===== src/rtl/fp_writeback_buffer.sv =====
// fp_writeback_buffer: elastic FIFO between FP execute stage 5 and the
// writeback arbiter. The FP pipeline never stalls, so its results queue here
// while the arbiter serves the memory pipeline. fwb_almost_full tells the
// thread scheduler to stop FP issue early enough that results already in
// flight always fit.
// Optional feature: define FP_WB_BYPASS_EN to let a result pass straight
// through to the arbiter when the queue is empty and the port is granted.
module fp_writeback_buffer #(
  parameter int DEPTH       = 4,
  parameter int ISSUE_SLACK = 5
) (
  input  logic                       clk,
  input  logic                       reset,
  input  logic                       fx5_instruction_valid,
  input  logic [511:0]               fx5_result,
  input  logic [15:0]                fx5_mask_value,
  input  logic [1:0]                 fx5_thread_idx,
  input  logic [3:0]                 fx5_subcycle,
  input  logic [4:0]                 fx5_dest_reg,
  input  logic                       fx5_dest_vector,
  input  logic                       fx5_has_dest,
  input  logic                       fx5_compare,
  input  logic                       fx5_last_subcycle,
  input  logic                       wb_fp_ready,
  output logic                       fwb_valid,
  output logic [511:0]               fwb_result,
  output logic [15:0]                fwb_mask_value,
  output logic [1:0]                 fwb_thread_idx,
  output logic [3:0]                 fwb_subcycle,
  output logic [4:0]                 fwb_dest_reg,
  output logic                       fwb_dest_vector,
  output logic                       fwb_has_dest,
  output logic                       fwb_compare,
  output logic                       fwb_last_subcycle,
  output logic                       fwb_almost_full,
  output logic [$clog2(DEPTH):0]     fwb_count,
  output logic                       fwb_overflow
);

  localparam int PW = $clog2(DEPTH);
  localparam int CW = PW + 1;

  typedef struct packed {
    logic [511:0] result;
    logic [15:0]  mask_value;
    logic [1:0]   thread_idx;
    logic [3:0]   subcycle;
    logic [4:0]   dest_reg;
    logic         dest_vector;
    logic         has_dest;
    logic         compare;
    logic         last_subcycle;
  } entry_t;

  entry_t          mem [DEPTH];
  entry_t          in_entry;
  entry_t          out_entry;
  logic [PW-1:0]   rd_ptr;
  logic [PW-1:0]   wr_ptr;
  logic [CW-1:0]   count_r;
  logic [CW-1:0]   next_count;
  logic            full;
  logic            pop;
  logic            push_accept;
  logic            drop;
  logic            af_next;

  assign in_entry = '{
    result:        fx5_result,
    mask_value:    fx5_mask_value,
    thread_idx:    fx5_thread_idx,
    subcycle:      fx5_subcycle,
    dest_reg:      fx5_dest_reg,
    dest_vector:   fx5_dest_vector,
    has_dest:      fx5_has_dest,
    compare:       fx5_compare,
    last_subcycle: fx5_last_subcycle
  };

  assign full = (count_r == CW'(DEPTH));
  // Only a stored entry can be popped; ready is ignored while empty.
  assign pop  = (count_r != '0) && wb_fp_ready;

`ifdef FP_WB_BYPASS_EN
  logic bypass_take;
  // Empty queue plus a grant in the push cycle: hand the result over directly.
  assign bypass_take = (count_r == '0) && fx5_instruction_valid && wb_fp_ready;
  assign push_accept = fx5_instruction_valid && !bypass_take && (!full || pop);
  assign out_entry   = bypass_take ? in_entry : mem[rd_ptr];
  assign fwb_valid   = (count_r != '0) || bypass_take;
`else
  assign push_accept = fx5_instruction_valid && (!full || pop);
  assign out_entry   = mem[rd_ptr];
  assign fwb_valid   = (count_r != '0);
`endif

  // A push that finds the queue full with no pop to make room is lost.
  assign drop = fx5_instruction_valid && full && !pop;

  assign next_count = count_r + CW'(push_accept) - CW'(pop);

  // The threshold form needs DEPTH > ISSUE_SLACK; otherwise any occupancy blocks issue.
  generate
    if (DEPTH > ISSUE_SLACK) begin : g_af_thresh
      assign af_next = (int'(next_count) > (DEPTH - ISSUE_SLACK));
    end else begin : g_af_any
      assign af_next = (next_count != '0);
    end
  endgenerate

  // Control state: pointers, occupancy, almost-full and sticky overflow.
  always_ff @(posedge clk) begin
    if (!reset) begin
      rd_ptr          <= '0;
      wr_ptr          <= '0;
      count_r         <= '0;
      fwb_almost_full <= 1'b0;
      fwb_overflow    <= 1'b0;
    end else begin
      if (push_accept) wr_ptr <= wr_ptr + PW'(1);
      if (pop)         rd_ptr <= rd_ptr + PW'(1);
      count_r         <= next_count;
      fwb_almost_full <= af_next;
      if (drop) fwb_overflow <= 1'b1;
    end
  end

  // Payload storage: written on accepted push only, never reset.
  always_ff @(posedge clk) begin
    if (push_accept) mem[wr_ptr] <= in_entry;
  end

  assign fwb_count         = count_r;
  assign fwb_result        = out_entry.result;
  assign fwb_mask_value    = out_entry.mask_value;
  assign fwb_thread_idx    = out_entry.thread_idx;
  assign fwb_subcycle      = out_entry.subcycle;
  assign fwb_dest_reg      = out_entry.dest_reg;
  assign fwb_dest_vector   = out_entry.dest_vector;
  assign fwb_has_dest      = out_entry.has_dest;
  assign fwb_compare       = out_entry.compare;
  assign fwb_last_subcycle = out_entry.last_subcycle;

endmodule


===== config.mk =====
export PLATFORM = sky130hd
export DESIGN_NAME = fp_writeback_buffer
export DESIGN_NICKNAME = d
export VERILOG_FILES = /design/src/rtl/fp_writeback_buffer.sv
export SDC_FILE = /design/constraint.sdc
export NUM_CORES = 1
export LEC_CHECK = 0
export ABC_AREA = 1
export ABC_CLOCK_PERIOD_IN_PS = 68500
export CORE_MARGIN = 4
export CORE_UTILIZATION = 29
export DETAILED_ROUTE_END_ITERATION = 10
export DONT_BUFFER_PORTS = 1
export PLACE_DENSITY_LB_ADDON = 0.05
export REMOVE_ABC_BUFFERS = 1
export SYNTH_ARGS = -nofsm -noshare
export SYNTH_HDL_FRONTEND = slang
export SYNTH_SLANG_ARGS = --single-unit

===== constraint.sdc =====
create_clock -name clk -period 68.5 [get_ports clk]
set_input_delay 6.85 -clock clk [delete_from_list [all_inputs] [get_ports clk]]
set_output_delay 6.85 -clock clk [all_outputs]
set_load 0.02 [all_outputs]

[After elaboration in Yosys (flattened, before gate mapping)]
Memories as Yosys holds them, arrays and structs flattened. A register that Yosys moved wholly into a read port is not among the register bits.
Index checks and enable logic that the tools add are counted.
Word-level totals
  register bits after elaboration: 9
  word-level logic and storage cells: 24
  bits in writable memories: 2172
  output and inout bits: 549
  input port bits: 547
  memories: 1
Memory list
  mem: words 4, bits a word 543, rd ports 1, clocked after memory_dff 1, write ports 1, RTL line 55  | entry_t mem [DEPTH];
Cells by class
  equality and inequality tests: 1
  reductions and logical operators: 9
  $add $sub $neg: 4
  multiplexer cells: 4
Operator list (number)
  3-bit nonzero test: 2
  2-bit by 1-bit adder with 2-bit output (second input constant): 2
  1-bit logical AND: 4
  2-bit two-way mux: 2
  3-bit by 1-bit adder with 3-bit output: 1
  3-bit equality test (second input constant): 1
  3-bit by 1-bit subtractor with 3-bit output: 1
  1-bit logical NOT: 2
  1-bit two-way mux: 2
  1-bit logical OR: 1

[Depth between registers and ports, before layout]
  depth after elaboration: 7
  depth in mapped cells: 13
  mapped depth without buffers: 13

[Worst setup path before layout]
Ideal clock, no wire load.
  path type: in2reg
  from: input port wb_fp_ready
  to: memory mem[0][0] (netlist name), enable pin
  stages: 4
  data required time: 67.036 ns
  data arrival time: 29.614 ns
  buffers on the path: 0
  setup slack: 37.422 ns
  setup time: 1.464 ns
  path through: inv_1 -> nand3_1 -> nand2_1 -> nor2_1
On the way
  cells in the longest elaborated chain, start to end: 5
RTL lines
  from (decl): RTL line 24  | input logic wb_fp_ready,
  1-bit logical AND: RTL line 82  | assign pop = (count_r != '0) && wb_fp_ready;
  1-bit logical OR: RTL line 92  | assign push_accept = fx5_instruction_valid && (!full || pop);
  1-bit logical AND: RTL line 92
  1-bit two-way mux: RTL line 130  | if (push_accept) mem[wr_ptr] <= in_entry;
  1-bit two-way mux (implied by the code): RTL line 130
  to (decl): RTL line 55
Every way passes these cells.

==> flow_summary.yaml <==
critical_path:
  end_kind: "output pin"
  reg2reg_slack_ps: 62710
  cp_data_required_time_ps: 61650
  worstSetupPathType: "register to output pin"
  worstPathArrival_ps: 5640
  rr_worst_depth: 9
  r2r-start: "fwb_count[0]$_SDFF_PN0_"
  crit_fanout: 199
  timing.rr.end: "mem[0][440]$_DFFE_PP_"
  critPathLaunchType: "register"
clock_network:
  clkTransAtPathRegs_ps: 60
  post_cts.repair.setup_buffers: 0
  h-tree-depth: 4
  cts_buffers: 244
  cts_sinks: 2183
  clk_latency_ps: 870
  holdBufCountCts: 0
  cts_tree: "built"
  cts-root-buf: "clkbuf_16"
  clk_path_buf_depth: 4
  cts_resized: 0
routing:
  wl_um: 253000
  avgViaCountPerCell: 4.78
  route.vias.total: 44000
  dr.pass1.iters: 5
  drc: 0
  ant_nets: 0
  wl_per_cell_um: 27.5
  drtIter0Drc: 2598
floorplan:
  start_util_pct: 29.1
  core_area_mm2: 0.277
  die_x_um: 535
  die_area_mm2: 0.287
  io_pins: 1096
  rows: 193
  die_h_um: 535
global_routing:
  grt_max_degree: 211
  track_usage_pct: 16.9
  use_met2_pct: 27.2
  use_met1_pct: 19.5
  grt-ovfl-total: 0
  met3_usage_pct: 9.30
  grt_antenna_before_repair: 8
  grt_pass1_vias: 42700
  grt_pass1_wl_um: 351000
  top_usage_layer: "met2"
yosys:
  yosysMostFrequentCell: "edfxtp_1"
  synth_top_area_cell: "edfxtp_1"
  yosys.area.top_type_share_pct: 80.9
  ys_types: 20
  netlist_top_cells_area: "edfxtp_1 81%, o21ai_0 6.7%, nor2_1 5.1%, o22ai_1 4.2%, buf_2 0.81%"
  synth.avg_cell_area_um2: 15.1
  ys.flop_type: "edfxtp_1"
  synthesis.instances: 5330
  postSynth.asyncResetShare_pct: 0
  synthesis.area_mm2: 0.0807
  yosys_register_bits: 2183
  synth_edf_count: 2172
  synthTopCellsByCount: "2,172 x edfxtp_1, 1,097 x nor2_1, 1,082 x o21ai_0"
  ys.warnings.count: 0
  ys_seq_area_share_pct: 81.1
power_and_ir_drop:
  switching_share_pct: 32.9
  power.share.combinational_pct: 20.5
  leakage_nw: 28.7
  clockPowerShare_pct: 34.7
  p_switching_mw: 1.18
  power_density_mw_per_mm2: 39.0
  pwr-share-seq_pct: 44.8
  vdd_drop_max_mv: 0.0223
  p_int_mw: 2.40
sta:
  fin_setup_tns_ps: 0
  fin_crit_ps: 12490
  tightest_slew_ps: 1290
  finalClockSkew_ps: 25.9
  timing.final.crit_share_pct: 18.2
  setup_viol: 0
  hold_slack_ps: 500
  fmax_mhz: 80.1
  relSlewSlack_pct: 14.1
  hold_viol: 0
  slew_viol_final: 0
  grt_setup_unrepaired: "false"
cells_and_area:
  drive_above_1_share_pct: 7.01
  multi_input_area_mm2: 0.0132
  syn_to_final_growth_pct: 13.5
  regArea_mm2: 0.0655
  fin_nets: 5841
  fillers: 27000
worst_hold_path:
  hold_path_class: "register to register"
  min_from: "rd_ptr[1]$_SDFFE_PN0N_"
  min_path_cells: 2
run_status:
  outcome: "completed"
run:
  drv_cap: 0
placed_design:
  post-dp-hpwl_um: 151000
  gp_congestion: 0.757
  io_buffers: 0
## sequential cells by signal, indices dropped and copies added (netlist names), named ones only
register	count
fwb_overflow	1
fwb_count	3
mem	2172
wr_ptr	2
rd_ptr	2
fwb_almost_full	1
## power by group through the flow
stage                     logic (mW)  clock network [mW]  registers [mW]
after CTS                      0.759                1.28            1.60
after floorplan                0.500                   0            1.75
after detailed placement       0.759                   0            1.63
final                          0.732                1.24            1.60
after global placement         0.759                   0            1.63
after global routing           0.793                1.34            1.61
## layout by cell type, fill, tap and decap left out, drive strengths merged
master | Yosys | routed
edfxtp | 2172 | 2172
nor2 | 1097 | 1097
o21ai | 1086 | 1086
o22ai | 543 | 543
clkbuf | 156 | 318
clkinv | 0 | 112
buf | 205 | 72
inv | 23 | 30
nand2 | 17 | 17
diode | 0 | 14
bufinv | 0 | 13
dfxtp | 11 | 11
nand3 | 7 | 7
ha | 6 | 6
a21oi | 5 | 5
clkinvlp | 0 | 2
nand4 | 1 | 1
fa | 1 | 1
## kinds of logic (layout without fill, tap and decap cells)
family / count (synthesis) / after routing / share of synthesized area (%)
compound gates: 1634 / 1634 / 11.0
flops: 2183 / 2183 / 81.1
other cells: 0 / 14 / 0
fa+ha+maj: 7 / 7 / 0.118
simple gates: 1122 / 1122 / 5.23
buf+inv: 384 / 547 / 2.54
## worst max-delay path: stages, from the launching register on
cell     delay [ps]
dfxtp_4         520
inv_16          500
buf_4           770
buf_4           960
buf_4           780
o21ai_0         170
o22ai_1         780
## how the worst max path moves through the flow
stage	from	end	slack, ps	cells after the start
after floorplan	register	fwb_compare	20500	3
after global placement	wb_fp_ready	mem[0][360]$_DFFE_PP_	56550	9
after detailed placement	wb_fp_ready	mem[0][360]$_DFFE_PP_	56480	9
after CTS	register	fwb_result[480]	55630	6
after global routing	register	fwb_result[62]	55520	6
final	register	fwb_result[112]	56010	6
## stage by stage
step | power, mW | util (%) | area (µm²) | std cells | setup slack (ps)
finish | 3.57 | 33.1 | 91600 | 9212 | 56010
global route | 3.74 | 33.1 | 91600 | 9208 | 55520
global placement | 2.39 | 30.4 | 84100 | 8746 | 56550
floorplan | 2.25 | - | 78700 | 4969 | 20500
detailed placement | 2.39 | 30.4 | 84100 | 8746 | 56480
CTS | 3.64 | 33.1 | 91500 | 9198 | 55630
## final cells by class
cell class / instances / area share (%)
inverters: 23 / 0.120
clock buffers: 318 / 7.02
multi-input cells: 2763 / 14.4
flip-flops and latches: 2183 / 71.5
well taps: 3705 / 5.06
diodes: 14 / 0.0383
clock inverters: 134 / 1.13
repair buffers: 72 / 0.741
## metal layers
| metal | vias up | part of all wire [%] |
|---|---|---|
| li1 | 20200 | - |
| met1 | 22300 | 38 |
| met2 | 1199 | 47 |
| met3 | 288 | 12 |
| met4 | 4 | 2.4 |
| met5 | - | 0.0099 |
No activity file was read; power rests on OpenSTA's default activity.
